## src/rtl/prince_mask_pkg.sv

```systemverilog
// Shared types, S-box tables and randomness layout for the masked PRINCE S-box pipeline.
// PRINCE_SBOX_REMASK_OUT_EN adds an output refresh register (latency 5, 51 random bits).
package prince_mask_pkg;

    typedef logic [3:0] nibble_t;

    typedef struct packed {
        nibble_t s3;
        nibble_t s2;
        nibble_t s1;
    } shares3_t;

    localparam nibble_t SBOX [16] = '{
        4'hB, 4'hF, 4'h3, 4'h2, 4'hA, 4'hC, 4'h9, 4'h1,
        4'h6, 4'h7, 4'h8, 4'h0, 4'hE, 4'h5, 4'hD, 4'h4
    };

    localparam nibble_t SBOX_INV [16] = '{
        4'hB, 4'h7, 4'h3, 4'h2, 4'hF, 4'hD, 4'h8, 4'h9,
        4'hA, 4'h6, 4'h4, 4'h0, 4'h5, 4'hE, 4'hC, 4'h1
    };

    localparam int R_Q1   = 13;
    localparam int R_Q2   = 12;
    localparam int R_Q3   = 18;
    localparam int R_OUT  = 8;
    localparam int R_BASE = R_Q1 + R_Q2 + R_Q3;

`ifdef PRINCE_SBOX_REMASK_OUT_EN
    localparam int LAT_SBOX = 5;
    localparam int R_W_DEF  = R_BASE + R_OUT;
`else
    localparam int LAT_SBOX = 4;
    localparam int R_W_DEF  = R_BASE;
`endif

    // Algebraic normal form of output bit b: bit u set means monomial prod(x[j], j in u) is present.
    function automatic logic [15:0] sbox_anf(input int b);
        logic [15:0] a;
        for (int x = 0; x < 16; x++) begin
            a[x] = SBOX[x][b];
        end
        for (int i = 0; i < 4; i++) begin
            for (int x = 0; x < 16; x++) begin
                if (((x >> i) & 1) == 1) begin
                    a[x] = a[x] ^ a[x ^ (1 << i)];
                end
            end
        end
        return a;
    endfunction

    // Share of the monomial vector: bit 0 is the constant term, bits 1/2/4/8 are x[0..3].
    function automatic logic [15:0] to_mono(input nibble_t x, input logic one);
        logic [15:0] m;
        m    = '0;
        m[0] = one;
        m[1] = x[0];
        m[2] = x[1];
        m[4] = x[2];
        m[8] = x[3];
        return m;
    endfunction

endpackage

```

## src/rtl/prince_q_stage_masked.sv

```systemverilog
// One registered 3-share quadratic layer over the monomial vector: builds all monomials of
// degree DEG as masked products of a lower-degree pair, refreshes, and registers when en.
module prince_q_stage_masked
    import prince_mask_pkg::*;
#(
    parameter int DEG    = 2,
    parameter int R_BITS = 13
) (
    input  logic              clk,
    input  logic              rst_n,
    input  logic              en,
    input  logic [15:0]       a1,
    input  logic [15:0]       a2,
    input  logic [15:0]       a3,
    input  logic [R_BITS-1:0] rnd,
    output logic [15:0]       m1,
    output logic [15:0]       m2,
    output logic [15:0]       m3
);

    logic [15:0] n1, n2, n3;
    logic        z12, z13, z23, t;
    int          k, lo, hi;

    always_comb begin
        n1  = a1;
        n2  = a2;
        n3  = a3;
        z12 = 1'b0;
        z13 = 1'b0;
        z23 = 1'b0;
        t   = 1'b0;
        k   = 0;
        lo  = 0;
        hi  = 0;
        for (int i = 1; i < 16; i++) begin
            if ($countones(i[3:0]) == DEG) begin
                lo  = i & (-i);
                hi  = i ^ lo;
                z12 = rnd[(3 * k) % R_BITS];
                z13 = rnd[(3 * k + 1) % R_BITS];
                z23 = rnd[(3 * k + 2) % R_BITS];
                // Each cross-domain mask enters exactly two share domains, so it cancels in the sum.
                n1[i] = (a1[lo] & a1[hi]) ^ ((a1[lo] & a2[hi]) ^ z12) ^ ((a1[lo] & a3[hi]) ^ z13);
                n2[i] = (a2[lo] & a2[hi]) ^ ((a2[lo] & a1[hi]) ^ z12) ^ ((a2[lo] & a3[hi]) ^ z23);
                n3[i] = (a3[lo] & a3[hi]) ^ ((a3[lo] & a1[hi]) ^ z13) ^ ((a3[lo] & a2[hi]) ^ z23);
                k = k + 1;
            end
        end
        for (int i = 0; i < 16; i++) begin
            t     = rnd[(3 * k + i) % R_BITS];
            n1[i] = n1[i] ^ t;
            n3[i] = n3[i] ^ t;
        end
    end

    always_ff @(posedge clk or negedge rst_n) begin
        if (!rst_n) begin
            m1 <= '0;
            m2 <= '0;
            m3 <= '0;
        end else if (en) begin
            m1 <= n1;
            m2 <= n2;
            m3 <= n3;
        end
    end

endmodule

```

## src/rtl/prince_sbox_fwd_masked.sv

```systemverilog
// 3-share masked forward PRINCE S-box, one nibble per cycle, 4-cycle latency.
// PRINCE_SBOX_REMASK_OUT_EN adds a refreshed output register (latency 5, R_W 51).
module prince_sbox_fwd_masked
    import prince_mask_pkg::*;
#(
    parameter int R_W    = R_W_DEF,
    parameter int SHARES = 3
) (
    input  logic           clk,
    input  logic           rst_n,
    input  logic           in_valid,
    input  logic [3:0]     in1,
    input  logic [3:0]     in2,
    input  logic [3:0]     in3,
    input  logic [R_W-1:0] r,
    output logic           out_valid,
    output logic [3:0]     out1,
    output logic [3:0]     out2,
    output logic [3:0]     out3,
    output logic           busy
);

    localparam int LO_Q2 = R_Q1;
    localparam int LO_Q3 = R_Q1 + R_Q2;
    localparam int LO_RO = R_BASE;
    localparam logic [3:0][15:0] ANF = {sbox_anf(3), sbox_anf(2), sbox_anf(1), sbox_anf(0)};

    if (SHARES != 3) begin : g_shares_chk
        $error("prince_sbox_fwd_masked supports SHARES == 3 only");
    end

    logic [LAT_SBOX-1:0] vld;
    shares3_t            in_q;
    logic [R_W-1:0]      r_d0;
    logic [R_W-1:LO_Q2]  r_d1;
    logic [R_W-1:LO_Q3]  r_d2;
    logic [15:0]         q1_m1, q1_m2, q1_m3;
    logic [15:0]         q2_m1, q2_m2, q2_m3;
    logic [15:0]         q3_m1, q3_m2, q3_m3;
    nibble_t             c1, c2, c3;

    // Randomness travels with its nibble, so each stage consumes only its own slice.
    always_ff @(posedge clk or negedge rst_n) begin
        if (!rst_n) begin
            vld  <= '0;
            in_q <= '0;
            r_d0 <= '0;
            r_d1 <= '0;
            r_d2 <= '0;
        end else begin
            vld <= {vld[LAT_SBOX-2:0], in_valid};
            if (in_valid) begin
                in_q <= {in3, in2, in1};
                r_d0 <= r;
            end
            if (vld[0]) r_d1 <= r_d0[R_W-1:LO_Q2];
            if (vld[1]) r_d2 <= r_d1[R_W-1:LO_Q3];
        end
    end

    prince_q_stage_masked #(.DEG(2), .R_BITS(R_Q1)) u_q1 (
        .clk   (clk),
        .rst_n (rst_n),
        .en    (vld[0]),
        .a1    (to_mono(in_q.s1, 1'b1)),
        .a2    (to_mono(in_q.s2, 1'b0)),
        .a3    (to_mono(in_q.s3, 1'b0)),
        .rnd   (r_d0[LO_Q2-1:0]),
        .m1    (q1_m1),
        .m2    (q1_m2),
        .m3    (q1_m3)
    );

    prince_q_stage_masked #(.DEG(3), .R_BITS(R_Q2)) u_q2 (
        .clk   (clk),
        .rst_n (rst_n),
        .en    (vld[1]),
        .a1    (q1_m1),
        .a2    (q1_m2),
        .a3    (q1_m3),
        .rnd   (r_d1[LO_Q3-1:LO_Q2]),
        .m1    (q2_m1),
        .m2    (q2_m2),
        .m3    (q2_m3)
    );

    prince_q_stage_masked #(.DEG(4), .R_BITS(R_Q3)) u_q3 (
        .clk   (clk),
        .rst_n (rst_n),
        .en    (vld[2]),
        .a1    (q2_m1),
        .a2    (q2_m2),
        .a3    (q2_m3),
        .rnd   (r_d2[LO_Q3+R_Q3-1:LO_Q3]),
        .m1    (q3_m1),
        .m2    (q3_m2),
        .m3    (q3_m3)
    );

    // Linear ANF map, applied within each share domain only.
    always_comb begin
        c1 = '0;
        c2 = '0;
        c3 = '0;
        for (int b = 0; b < 4; b++) begin
            c1[b] = ^(ANF[b] & q3_m1);
            c2[b] = ^(ANF[b] & q3_m2);
            c3[b] = ^(ANF[b] & q3_m3);
        end
    end

`ifdef PRINCE_SBOX_REMASK_OUT_EN
    logic [R_W-1:LO_RO] r_d3;
    nibble_t            o1, o2, o3;
    nibble_t            ra, rb;

    assign ra = r_d3[LO_RO+3:LO_RO];
    assign rb = r_d3[LO_RO+7:LO_RO+4];

    always_ff @(posedge clk or negedge rst_n) begin
        if (!rst_n) begin
            r_d3 <= '0;
            o1   <= '0;
            o2   <= '0;
            o3   <= '0;
        end else begin
            if (vld[2]) r_d3 <= r_d2[R_W-1:LO_RO];
            if (vld[3]) begin
                o1 <= c1 ^ ra;
                o2 <= c2 ^ rb;
                o3 <= c3 ^ ra ^ rb;
            end
        end
    end

    assign out1 = o1;
    assign out2 = o2;
    assign out3 = o3;
`else
    assign out1 = c1;
    assign out2 = c2;
    assign out3 = c3;
`endif

    assign out_valid = vld[LAT_SBOX-1];
    assign busy      = |vld;

endmodule

```

## config.mk

```make
export PLATFORM = sky130hd
export DESIGN_NAME = prince_sbox_fwd_masked
export DESIGN_NICKNAME = d
export VERILOG_FILES = /design/src/rtl/prince_mask_pkg.sv /design/src/rtl/prince_q_stage_masked.sv /design/src/rtl/prince_sbox_fwd_masked.sv
export SDC_FILE = /design/constraint.sdc
export NUM_CORES = 1
export LEC_CHECK = 0
export CORE_ASPECT_RATIO = 0.9
export CORE_MARGIN = 2
export CORE_UTILIZATION = 55
export CTS_BUF_LIST = sky130_fd_sc_hd__clkbuf_8
export CTS_CLUSTER_SIZE = 20
export DETAILED_ROUTE_END_ITERATION = 8
export HOLD_SLACK_MARGIN = 0.02
export PLACE_DENSITY_LB_ADDON = 0.08
export SYNTH_ARGS = -nofsm -noshare
export SYNTH_HDL_FRONTEND = slang
export SYNTH_SLANG_ARGS = --single-unit
```

## constraint.sdc

```tcl
create_clock -name clk -period 2.2 [get_ports clk]
set_input_delay 0.44 -clock clk [delete_from_list [all_inputs] [get_ports clk]]
set_output_delay 0.44 -clock clk [all_outputs]
set_load 0.02 [all_outputs]
```

# Yosys cells after proc, flatten, opt, wreduce, memory -nomap -nowiden
# Index checks and enable logic that the tools add are counted.
# classes
eq_ne	0
n_mul	0
addsub	0
magnitude_cmp	0
shift	0
n_bitwise	291
n_div	0
n_reduce_logical	13
mux	0
# op_table
op	n
1-bit XOR	200
16-bit XOR reduction	12
1-bit bitwise AND	90
4-bit OR reduction	1
1-bit inverter	1
# word_totals
register_bits	237
elab_cells	320
mem_count	0
ramBits	0
mem_bits_ro	0
latch_bits	0

# Longest topological paths before layout
# Gate-level depths: netlist of run 1.
# logic_depth
ltp_word	5
ltp_mapped	5
depth_no_buf	4

# Hierarchy
# Synthesis of run 1 repeated with hierarchy kept, for this count alone.
# hier_totals
cells_unflattened	897
hier_area_um2	11693.7
# modules_own_cells
module	area_each_um2	cells_each	n_inst
prince_sbox_fwd_masked	4399.2	271	1
prince_q_stage_masked (u_q1)	2696.3	234	1
prince_q_stage_masked (u_q2)	2522.4	215	1
prince_q_stage_masked (u_q3)	2075.7	177	1

# Worst setup path before layout of run 1
# OpenSTA, ideal clock, no wires.
# synth_path
kind	register -> output
startpoint	register vld[0]
endpoint	output port busy
path_slack_ns	0.415
arrival_time_ns	1.345
t_required_ns	1.760
n_path_buf	2
stages_incl_launch_ff	4
cell_sequence	dfrtp_1 -> clkbuf_1 -> buf_1 -> or4_1
# synth_between
elab_chain_len	1
# synth_lines
item	line	rtl
start, declared	prince_sbox_fwd_masked.sv:32	logic [LAT_SBOX-1:0] vld;
start signal, assigned	prince_sbox_fwd_masked.sv:51	vld <= {vld[LAT_SBOX-2:0], in_valid};
4-bit OR reduction	prince_sbox_fwd_masked.sv:146	assign busy = |vld;
end, declared	prince_sbox_fwd_masked.sv:20	output logic busy
# No other way between the ends.

# Final worst setup path of run 1
# layout_path
startpoint	register u_q3.m3[7]
endpoint	output port out3[3]
# layout_between
elab_chain_len	1
# layout_lines
item	line	rtl
start, declared	prince_q_stage_masked.sv:18	output logic [15:0] m3
start signal, assigned	prince_q_stage_masked.sv:65	m3 <= n3;
16-bit XOR reduction	prince_sbox_fwd_masked.sv:108	c3[b] = ^(ANF[b] & q3_m3);
end, declared	prince_sbox_fwd_masked.sv:19	output logic [3:0] out3,
# No other way between the ends.

==> results of run 1 <==
==> through the flow <==
stage	util	setup slack (ps)	std cells	TNS, ps	power [mW]
after floorplan	-	415	792	0	11.1
after global placement	0.609	-58.2	1063	-115	13.6
after detailed placement	0.609	-31.4	1063	-64.5	13.7
after CTS	0.654	-183	1134	-699	17.3
after global routing	0.655	-261	1135	-1050	18.3
final	0.655	-162	1135	-435	17.3
==> path summary, 6_finish.rpt <==
path	to	slack [ps]	cells past startpoint	start
setup / recovery	out3[3]	-160	6	u_q3.m3[7]
hold / removal	vld[0]	360	2	in_valid
setup reg to reg	u_q2.m1[7]	310	4	r_d1[14]
hold reg to reg	u_q3.m2[10]	480	1	u_q2.m2[10]
max in group asynchronous	u_q3.m1[6]	1100	3	rst_n
min in group asynchronous	r_d0[32]	430	2	rst_n
==> power groups by stage <==
stage / combinational (mW) / sequential, mW / clock (mW)
after global routing: 8.15 / 6.43 / 3.73
final: 7.56 / 6.27 / 3.42
after CTS: 7.49 / 6.28 / 3.54
after global placement: 7.33 / 6.25 / 0
after detailed placement: 7.42 / 6.30 / 0
after floorplan: 5.31 / 5.83 / 0
==> cell families (layout without fill, tap and decap cells) <==
logic type | Yosys count | in the layout | share of synthesized area
DFF | 218 | 218 | 0.534
xor gates and xnor gates | 194 | 194 | 0.204
muxes | 153 | 153 | 0.170
and+or+nand+nor | 111 | 111 | 0.0411
AOI/OAI and AO/OA | 61 | 61 | 0.0299
buffers and inverters | 55 | 153 | 0.0209
==> worst reg2reg max path, delay by kind of cell, from the launching register on <==
kind | cells | cell delay (ps)
XOR/XNOR | 3 | 1050
flip-flops | 1 | 470
multiplexers | 1 | 270
==> layer usage <==
metal | track usage | up-vias
met5 | 0 | -
met3 | 0.0353 | 25
met1 | 0.319 | 3030
met4 | 0.0620 | 0
li1 | - | 2775
met2 | 0.327 | 114
==> state kept, by name (all words and copies together), names as in the netlist <==
| register | count |
|---|---|
| r_d0 | 40 |
| r_d1 | 27 |
| r_d2 | 15 |
| u_q2.m1 | 15 |
| u_q2.m3 | 15 |
| u_q3.m1 | 15 |
| u_q3.m3 | 15 |
| u_q2.m2 | 14 |
| u_q3.m2 | 14 |
| in_q | 12 |
| u_q1.m1 | 12 |
| u_q1.m2 | 10 |
| u_q1.m3 | 10 |
| vld | 4 |
==> final cells by class <==
| type | instances | area, um^2 | area share |
|---|---|---|---|
| repair buffers | 87 | 830 | 0.0693 |
| multi-input cells | 519 | 4670 | 0.390 |
| inverters | 1 | 3.75 | 0.000313 |
| flip-flops and latches | 218 | 5460 | 0.456 |
| clock buffers | 43 | 592 | 0.0494 |
| well taps | 245 | 307 | 0.0256 |
| clock inverters | 22 | 118 | 0.00982 |
==> Yosys cell counts <==
cell type and n:
dfrtp_1 218, mux2_2 138, xnor2_1 113, a21oi_1 61, nor2_1 61, xor2_1 51
nand2_1 49, clkbuf_1 40, xnor3_1 19, mux2_1 10, buf_1 8, buf_2 6
xor3_1 6, mux2_4 4, xnor2_2 4, inv_1 1, mux2i_1 1, or4_1 1
xor2_2 1
==> what timing repair did <==
item / in CTS / in global routing
setup endpoints to repair: 13 / 11
hold buffers: 1 / 0
buffers inserted: 6 / 1
gates resized for setup: 79 / 7
pin swaps: 17 / 12
endpoints found under the hold margin: 42 / 0
==> key figures, run 1 <==
Synthesis
  – Post-synthesis average cell area: 12.9 um^2
  – Yosys reg bits: 218
  – Top cell type's share of synthesized area: 0.534
  – Post-synthesis sequential area ratio: 0.534
  – Library cells used by synthesis: 19
  – Yosys Warn Count: 0
  – Netlist Area Pre-Place: 10200 um^2
  – Cells after Synth: 792
  – Post-synth top area cell: dfrtp_1
  – Net Count, Synth: 850
  – Dominant cells by area after synthesis: dfrtp_1 53%, mux2_2 15%, xnor2_1 9.7%

Power
  – Max VDD drop: 0.995 mV
  – Sequential power share: 0.364
  – Comb power frac: 0.438
  – Pwr dens: 1440 nW/um^2
  – Reported leakage power: 5.20 nW
  – Clock group share of total power: 0.198
  – Sw Share: 0.348
  – Internal power: 11.2 mW
  – Sw Pwr: 6.01 mW

Floorplanning
  – Die ar.: 19700 um^2
  – DIE WIDTH: 148 um
  – Die span in y: 133 um
  – # rows: 47
  – I/O pin cnt: 72
  – Initial Utilization: 0.559
  – Total core area: 18300 um^2

STA
  – Final setup margin: -162 ps
  – Final Hold Vio Count: 0
  – RSZ-0062 raised after global routing: yes
  – Max Slew Vio Count: 0
  – Tcrit/Tclk final: 1.07
  – Relative slew slack: 0.363
  – Final Skew: 25.1 ps
  – Setup Viol. Count Final: 4
  – Minimum clock period: 2360 ps
  – Worst slew pin tran: 956 ps
  – WHS: 360 ps
  – Max Clk Rate: 0.423 GHz

Clock network
  – Sink Count: 218
  – CTS buffer count: 37
  – CTS tree: done
  – Root buffer cell: clkbuf_8
  – Clock transition at the registers of the reported paths: 60 ps
  – Clock Tree Buf Depth: 3
  – Clock Latency Late Sink: 530 ps
  – Htree depth: 2

Placement
  – Placed inst area: 11100 um^2
  – Gpl congestion: 0.839
  – Post-DP HPWL: 13800 um
  – Port bufs: 68

Routing
  – DR WL/cell: 17.6 um
  – DR top layer: met4
  – Vias: 5944
  – WL final: 20000 um
  – Routed Antenna Nets: 0
  – DRC: 0
  – Initial DRC Count: 330
  – Met3 routed WL: 715 um
  – Vias per Instance: 5.24
  – Met2 wire len: 9070 um
  – Drt first pass iters: 4
  – Met1 WL: 9920 um

Worst setup path
  – Worst EP arrival: 1920 ps
  – Crit start category: flip-flop
  – Nature of the critical path endpoint: primary output
  – Worst Path Buf+Inv: 2
  – Crit-path max cell delay: 390 ps
  – CP required: 1760 ps
  – Cell family with most CP delay: XOR/XNOR gates
  – CP Cell Sequence: xor2_1 > xnor2_1 > xnor2_1 > buf_4 > xnor2_2 > buf_4
  – Crit path max fanout: 2
  – CP max-delay cell: dfrtp_1
  – Worst Path Class, Setup: reg -> out

Final layout
  – Layout cells sized above 1: 0.276
  – Most frequent cells in the layout: 215 x dfrtp_1, 138 x mux2_2, 103 x xnor2_1
  – Fillers: 1434
  – NumNets Final: 922
  – Area Growth Syn to Fin: 17.2%
  – Final instance area: 12000 um^2
  – Commonest non-fill, non-tap cell in the layout: dfrtp_1
  – N_diodes: 0

Status
  – Status: complete, but fails checks
  – Failing checks: negative setup slack

Job
  – Max cap viols: 0

Worst hold path
  – Worst hold path class: in -> reg

Global route
  – Largest net degree at the start of global routing: 83
  – Global route total overflow: 0
  – Total GRT Usage: 0.214
  – Vias in the first global route: 6221
  – First-pass GRT wire length: 32900 um
  – Antenna violations before repair: 0
Power figures use the tool's default switching activity.
==> run 2: changes to the inputs <==
--- a/config.mk
+++ b/config.mk
@@ -5,6 +5,7 @@
 export SDC_FILE = /design/constraint.sdc
 export NUM_CORES = 1
 export LEC_CHECK = 0
+export ABC_AREA = 1
 export CORE_ASPECT_RATIO = 0.9
 export CORE_MARGIN = 2
 export CORE_UTILIZATION = 55
==> run 2 against run 1 <==
Net effect:
- the run now ends clean
- sequential power down 12%
- synthesized area rose by 8.3%
- flip-flop and latch count unchanged
- count of clock-buffer cells in the layout increased by 6
- global-route usage grew 3.7 points
- design area is 7.0% higher
- critical path depth rose by 1
- utilization decreased by 0.95 points
==> key figures, run 2 <==
Floorplanning
  – I/O pin cnt: 72 (unchanged)
  – DIE WIDTH: 154 um (+3.9%)
  – Die ar.: 21300 um^2 (+8.0%)
  – Die span in y: 139 um (+3.9%)
  – Initial Utilization: 0.557 (-0.00180)
  – # rows: 49 (+4.3%)
  – Total core area: 19900 um^2 (+8.6%)

Routing
  – DRC: 0 (unchanged)
  – Vias per Instance: 5.15 (-1.6%)
  – Initial DRC Count: 584 (+77%)
  – WL final: 26100 um (+31%)
  – Routed Antenna Nets: 0 (unchanged)
  – Drt first pass iters: 7 (+3)
  – DR WL/cell: 15.1 um (-14%)
  – Vias: 8926 (+50%)

Global route
  – Total GRT Usage: 0.251 (+0.0367)
  – Met3 usage: 0.0400 (+0.00473)
  – Top Usage Layer GRT: met2
  – GR Util met1: 0.367 (+0.0476)
  – Met2 Use GR: 0.395 (+0.0675)
  – Global route total overflow: 0 (unchanged)
  – Antenna violations before repair: 0 (unchanged)
  – First-pass GRT wire length: 43200 um (+31%)
  – Largest net degree at the start of global routing: 85 (+2.4%)
  – Vias in the first global route: 8414 (+35%)

Final layout
  – Largest register FFs: 40 (unchanged)
  – Most frequent cells in the layout: 561 x nand2_1, 216 x dfrtp_1, 132 x o21ai_0
  – Storage cell area: 5460 um^2 (about the same)
  – N_diodes: 0 (unchanged)
  – Final instance area: 12800 um^2 (+7.0%)
  – Commonest non-fill, non-tap cell in the layout: nand2_1
  – Multi-input logic area: 4980 um^2 (+6.7%)
  – Area Growth Syn to Fin: 15.8%
  – NumNets Final: 1509 (+64%)
  – Top reg by flops: r_d0
  – Layout cells sized above 1: 0.0995 (-0.177)
  – Fillers: 1765 (+23%)
  – Largest registers: r_d0: 40 flops, r_d1: 27 flops

Synthesis
  – Netlist Area Pre-Place: 11100 um^2 (+8.3%)
  – Post-synth EDFFs: 0 (unchanged)
  – Top cell type's share of synthesized area: 0.493 (-0.0407)
  – Yosys Warn Count: 0 (unchanged)
  – Top_reg_cell synth: dfrtp_1
  – Post-synth top area cell: dfrtp_1
  – Library cells used by synthesis: 29 (+10)
  – Yosys reg bits: 218 (unchanged)
  – Synth cell count leaders: 565 x nand2_1, 218 x dfrtp_1, 132 x o21ai_0
  – Dominant cells by area after synthesis: dfrtp_1 49%, nand2_1 19%, xnor2_1 7.0%
  – Top-count cell post-synth: nand2_1
  – Net Count, Synth: 1447 (+70%)
  – Post-synthesis average cell area: 7.97 um^2 (-38%)
  – Post-synthesis sequential area ratio: 0.493 (-0.0407)
  – Cells after Synth: 1389 (+75%)
  – Ys async rst share: 1.00 (unchanged)

STA
  – Tcrit/Tclk final: 0.999 (-0.0746)
  – Max Clk Rate: 0.455 GHz (+7.5%)
  – Setup tns final: 0 ps (+435 ps)
  – WHS: 332 ps (-28.0 ps)
  – Max Slew Vio Count: 0 (unchanged)
  – RSZ-0062 raised after global routing: yes
  – Final Skew: 24.3 ps (-0.833 ps)
  – Minimum clock period: 2200 ps (-164 ps)
  – Worst slew pin tran: 749 ps (-207 ps)
  – Relative slew slack: 0.501 (+0.138)
  – Final Hold Vio Count: 0 (unchanged)
  – Setup Viol. Count Final: 0 (-4)

Clock network
  – Htree depth: 2 (unchanged)
  – Clock Tree Buf Depth: 3 (unchanged)
  – Clock Latency Late Sink: 540 ps (about the same)
  – Clock transition at the registers of the reported paths: 60 ps (about the same)
  – Sink Count: 218 (unchanged)
  – Root buffer cell: clkbuf_8
  – CTS buffer count: 37 (unchanged)
  – CTS tree: done

Status
  – Status: finished clean

Power
  – Post-route total power: 13.7 mW (-21%)
  – Reported leakage power: 6.46 nW (+24%)
  – Max VDD drop: 0.632 mV (-36%)
  – Pwr dens: 1070 nW/um^2 (-26%)

Worst setup path
  – Crit start category: flip-flop
  – Nature of the critical path endpoint: primary output
  – Worst Path Class, Setup: reg -> out
  – Worst EP arrival: 1760 ps (-160 ps)
  – CP required: 1760 ps (about the same)
  – Critical Path Stages: 7 (+1)
  – CP max-delay cell: dfrtp_1
  – Setup slack, reg-to-reg: 690 ps (+380 ps)
  – Crit path max fanout: 2 (unchanged)
  – Cell family with most CP delay: flip-flops
  – CP Cell Sequence: xnor2_2 > buf_4 > xnor2_2 > inv_1 > nand2_1 > nand2_1 > buf_6
  – Worst-case reg-to-reg path depth: 7 (+3)
  – Crit-path max cell delay: 410 ps (+20 ps)
  – Worst Path Buf+Inv: 3 (+1)

Worst hold path
  – Hold Crit Depth: 1 (-1)
  – Worst hold path class: in -> reg

Placement
  – Gpl congestion: 0.875 (+4.3%)
  – Post-DP HPWL: 18800 um (+36%)
  – Port bufs: 68 (unchanged)
  – Placed inst area: 11900 um^2 (+6.9%)

Job
  – Max cap viols: 0 (unchanged)
==> run 2: worst paths after layout <==
check | endpoint | start
max in group asynchronous | r_d0[32] | rst_n
hold / removal | vld[0] | in_valid
setup / recovery | out3[3] | u_q3.m3[7]
setup reg to reg | u_q1.m3[10] | in_q[11]
min in group asynchronous | u_q3.m1[4] | rst_n
hold reg to reg | r_d1[15] | r_d0[15]
==> run 2: logic make-up (layout without fill, tap and decap cells) <==
family	Yosys count	after routing	synth area share
and+or+nand+nor	707	707	0.261
DFF	218	218	0.493
AOI/OAI and AO/OA	149	149	0.0679
muxes	14	14	0.0142
buffers and inverters	183	272	0.0691
xor gates and xnor gates	118	118	0.0948
==> run 2: final cells by class <==
type,count,area share
Timing Repair Buffer,86,0.0671
Multi-Input combinational cell,988,0.388
Inverter,120,0.0351
Sequential cell,218,0.426
Clock inverter,17,0.00605
Clock buffer,49,0.0526
Tap cell,255,0.0249
==> run 2: stage by stage <==
step	utilization	instances	setup WS, ps
detailed placement	0.600	1662	76.9
global route	0.645	1733	-87.9
global placement	0.600	1662	127
finish	0.645	1733	1.91
floorplan	-	1389	569
CTS	0.641	1732	-4.57
==> run 2: what timing repair did <==
| item | CTS | global route |
|---|---|---|
| hold buffers | 1 | 0 |
| hold endpoints to repair | 63 | 0 |
| gates resized for setup | 66 | 18 |
| endpoints found under the setup margin | 12 | 11 |
| pin swaps | 7 | 11 |
| setup buffers | 3 | 1 |
==> run 2: power by group <==
group	leakage (nW)	total [mW]	internal (mW)	switching [mW]
combinational	3.37	4.57	2.08	2.48
sequential	2.67	5.50	4.72	0.775
clock	0.424	3.64	1.99	1.65
total	6.46	13.7	8.80	4.91
==> run 2: worst reg2reg max path: cells and delay by family, from the launching register on <==
kind                   cells  cell delay, ps
DFF                        1             650
and+or+nand+nor            6             620
buffers and inverters      1             140
==> run 2: routing by layer <==
metal / wire length [um] / vias to the layer above
li1: - / 4486
met1: 12200 / 4188
met2: 12200 / 209
met3: 1300 / 43
met4: 491 / 0
met5: 0 / -
==> run 3: changes to the inputs <==
--- a/config.mk
+++ b/config.mk
@@ -10,10 +10,13 @@
 export CORE_MARGIN = 2
 export CORE_UTILIZATION = 55
 export CTS_BUF_LIST = sky130_fd_sc_hd__clkbuf_8
+export CTS_CLUSTER_DIAMETER = 150
 export CTS_CLUSTER_SIZE = 20
 export DETAILED_ROUTE_END_ITERATION = 8
+export DONT_BUFFER_PORTS = 1
 export HOLD_SLACK_MARGIN = 0.02
 export PLACE_DENSITY_LB_ADDON = 0.08
+export SLEW_MARGIN = 20
 export SYNTH_ARGS = -nofsm -noshare
 export SYNTH_HDL_FRONTEND = slang
 export SYNTH_SLANG_ARGS = --single-unit
==> run 3 against run 2 <==
Net effect:
- total power decreased by 18%
- via count decreased by 6.7%
- clock power decreased by 49%
- critical path type unchanged
- the flow now finishes with violations (negative hold slack)
- die area unchanged
- critical path depth decreased by 4
- sequential share of layout area increased by 4.2 points
- sequential power about the same
- hold slack got worse by 700 ps
==> key figures, run 3 (same netlist as run 2, synthesis figures left out) <==
Power
  – Post-route total power: 11.2 mW (-18%)
  – Max VDD drop: 0.570 mV (-9.9%)
  – Pwr dens: 959 nW/um^2 (-10%)
  – Reported leakage power: 5.85 nW (-9.4%)

STA
  – WHS: -366 ps (-698 ps)
  – Tcrit/Tclk final: 0.965 (-0.0340)
  – Minimum clock period: 2120 ps (-74.7 ps)
  – Final Hold Vio Count: 218 (+218)
  – Final Skew: 30.3 ps (+6.08 ps)
  – Max Slew Vio Count: 0 (unchanged)
  – Relative slew slack: 0.446 (-0.0544)
  – RSZ-0062 raised after global routing: yes
  – Worst slew pin tran: 828 ps (+78.9 ps)
  – Max Clk Rate: 0.471 GHz (+3.5%)
  – Setup Viol. Count Final: 0 (unchanged)

Global route
  – Largest net degree at the start of global routing: 219 (+160%)
  – Total GRT Usage: 0.242 (-0.00829)
  – Vias in the first global route: 7939 (-5.6%)
  – Antenna violations before repair: 0 (unchanged)
  – Global route total overflow: 0 (unchanged)
  – First-pass GRT wire length: 41700 um (-3.6%)

Placement
  – Gpl congestion: 0.885 (+1.1%)
  – Port bufs: 0 (-100%)
  – Post-DP HPWL: 17800 um (-5.1%)

Floorplanning
  – I/O pin cnt: 72 (unchanged)
  – Die ar.: 21300 um^2 (unchanged)
  – Die span in y: 139 um (unchanged)
  – Initial Utilization: 0.557 (unchanged)
  – Total core area: 19900 um^2 (unchanged)
  – # rows: 49 (unchanged)
  – DIE WIDTH: 154 um (unchanged)

Routing
  – Vias: 8329 (-6.7%)
  – Vias per Instance: 5.15 (about the same)
  – WL final: 25200 um (-3.4%)
  – Routed Antenna Nets: 0 (unchanged)
  – DR WL/cell: 15.6 um (+3.4%)
  – Initial DRC Count: 560 (-4.1%)
  – DRC: 0 (unchanged)
  – Drt first pass iters: 5 (-2)

Final layout
  – Area Growth Syn to Fin: 5.38%
  – Largest register FFs: 40 (unchanged)
  – Most frequent cells in the layout: 562 x nand2_1, 217 x dfrtp_1, 132 x o21ai_0
  – Largest registers: r_d0: 40 flops, r_d1: 27 flops
  – Layout cells sized above 1: 0.0653 (-0.0342)
  – NumNets Final: 1421 (-5.8%)
  – Post-Route Utilization: 0.587 (-0.0583)
  – Top reg by flops: r_d0
  – Commonest non-fill, non-tap cell in the layout: nand2_1
  – N_diodes: 0 (unchanged)

Worst setup path
  – Worst Path Buf+Inv: 0 (-3)
  – Cell family with most CP delay: XOR/XNOR gates
  – Worst Setup SP: u_q3.m3[7]
  – CP required: 1760 ps (about the same)
  – Worst Path Class, Setup: reg -> out
  – Crit path max fanout: 2 (unchanged)
  – Worst r2r src: vld[2]
  – Nature of the critical path endpoint: primary output
  – Crit start category: flip-flop
  – Crit-path max cell delay: 420 ps (about the same)
  – CP Cell Sequence: xnor2_2 > xor2_1 > xor2_2
  – Critical Path Stages: 3 (-4)
  – Worst-case reg-to-reg path depth: 5 (-2)
  – Setup slack, reg-to-reg: 700 ps (about the same)
  – Worst EP arrival: 1680 ps (-80 ps)
  – CP max-delay cell: dfrtp_1

Clock network
  – Root buffer cell: clkbuf_8
  – Clock transition at the registers of the reported paths: 130 ps (+70 ps)
  – Hold buffers post-CTS: 11 (+10)
  – CTS tree: done
  – Clock Tree Buf Depth: 3 (unchanged)
  – Htree depth: 1 (-1)
  – Clock Latency Late Sink: 510 ps (-30 ps)
  – Sink Count: 218 (unchanged)
  – CTS buffer count: 14 (-62%)

Worst hold path
  – Worst hold path class: in -> async

Job
  – Max cap viols: 0 (unchanged)

Status
  – Failing checks: negative hold slack
  – Status: complete, but fails checks
## run 3: cell types whose count changed in the layout (fill, tap and decap cells not counted), moves of 3 or more
cell,change
buf_12,-3
buf_2,-5
buf_4,-7
buf_6,-5
clkbuf_8,-33
clkdlybuf4s50_1,-54
clkinvlp_4,-3
dlygate4sd3_1,+10
inv_1,-12
xnor2_1,+4
xnor2_2,-4
xor2_1,-7
xor2_2,+7
## run 3: cell type report
type                    instances  area (um^2)
clock buffers                  16          220
multi-input cells             988         5000
fillers                      1842         8200
inverters                     120          450
well taps                     255          319
flip-flops and latches        218         5460
repair buffers                 21          210
## run 3: layer usage
metal,vias up,GRT usage,wire [um]
li1,4266,-,-
met1,3856,0.370,12500
met2,174,0.382,11300
met3,33,0.0250,1010
met4,0,0.0478,459
met5,-,0,0
## run 3: worst paths after layout
kind / to
max: out3[1]
min in group clk: r_d0[30]
min reg2reg: r_d1[22]
max in group asynchronous: r_d1[13]
max reg2reg: u_q3.m1[9]
min: in_q[9]
## run 3: power by group
| group | total, mW | switching, mW | internal, mW |
|---|---|---|---|
| Combinational | 3.84 | 2.30 | 1.54 |
| Sequential | 5.49 | 0.778 | 4.71 |
| Clock | 1.85 | 1.20 | 0.657 |
| Total | 11.2 | 4.28 | 6.90 |
## run 3: through the flow
stage	area (um^2)	setup TNS (ps)	hold WS (ps)	setup slack, ps	cells
after floorplan	11100	0	144	569	1389
after global placement	11200	0	154	501	1589
after detailed placement	11200	0	153	474	1589
after CTS	11500	-16.4	-415	-16.4	1617
after global routing	11700	-124	-414	-41.2	1618
final	11700	0	-366	76.6	1618
## run 3: timing repair
item / CTS / global route
hold endpoints to repair: 235 / 218
buffers inserted: 1 / 1
resized for setup: 6 / 18
endpoints found under the setup margin: 6 / 10
pin swaps: 1 / 13
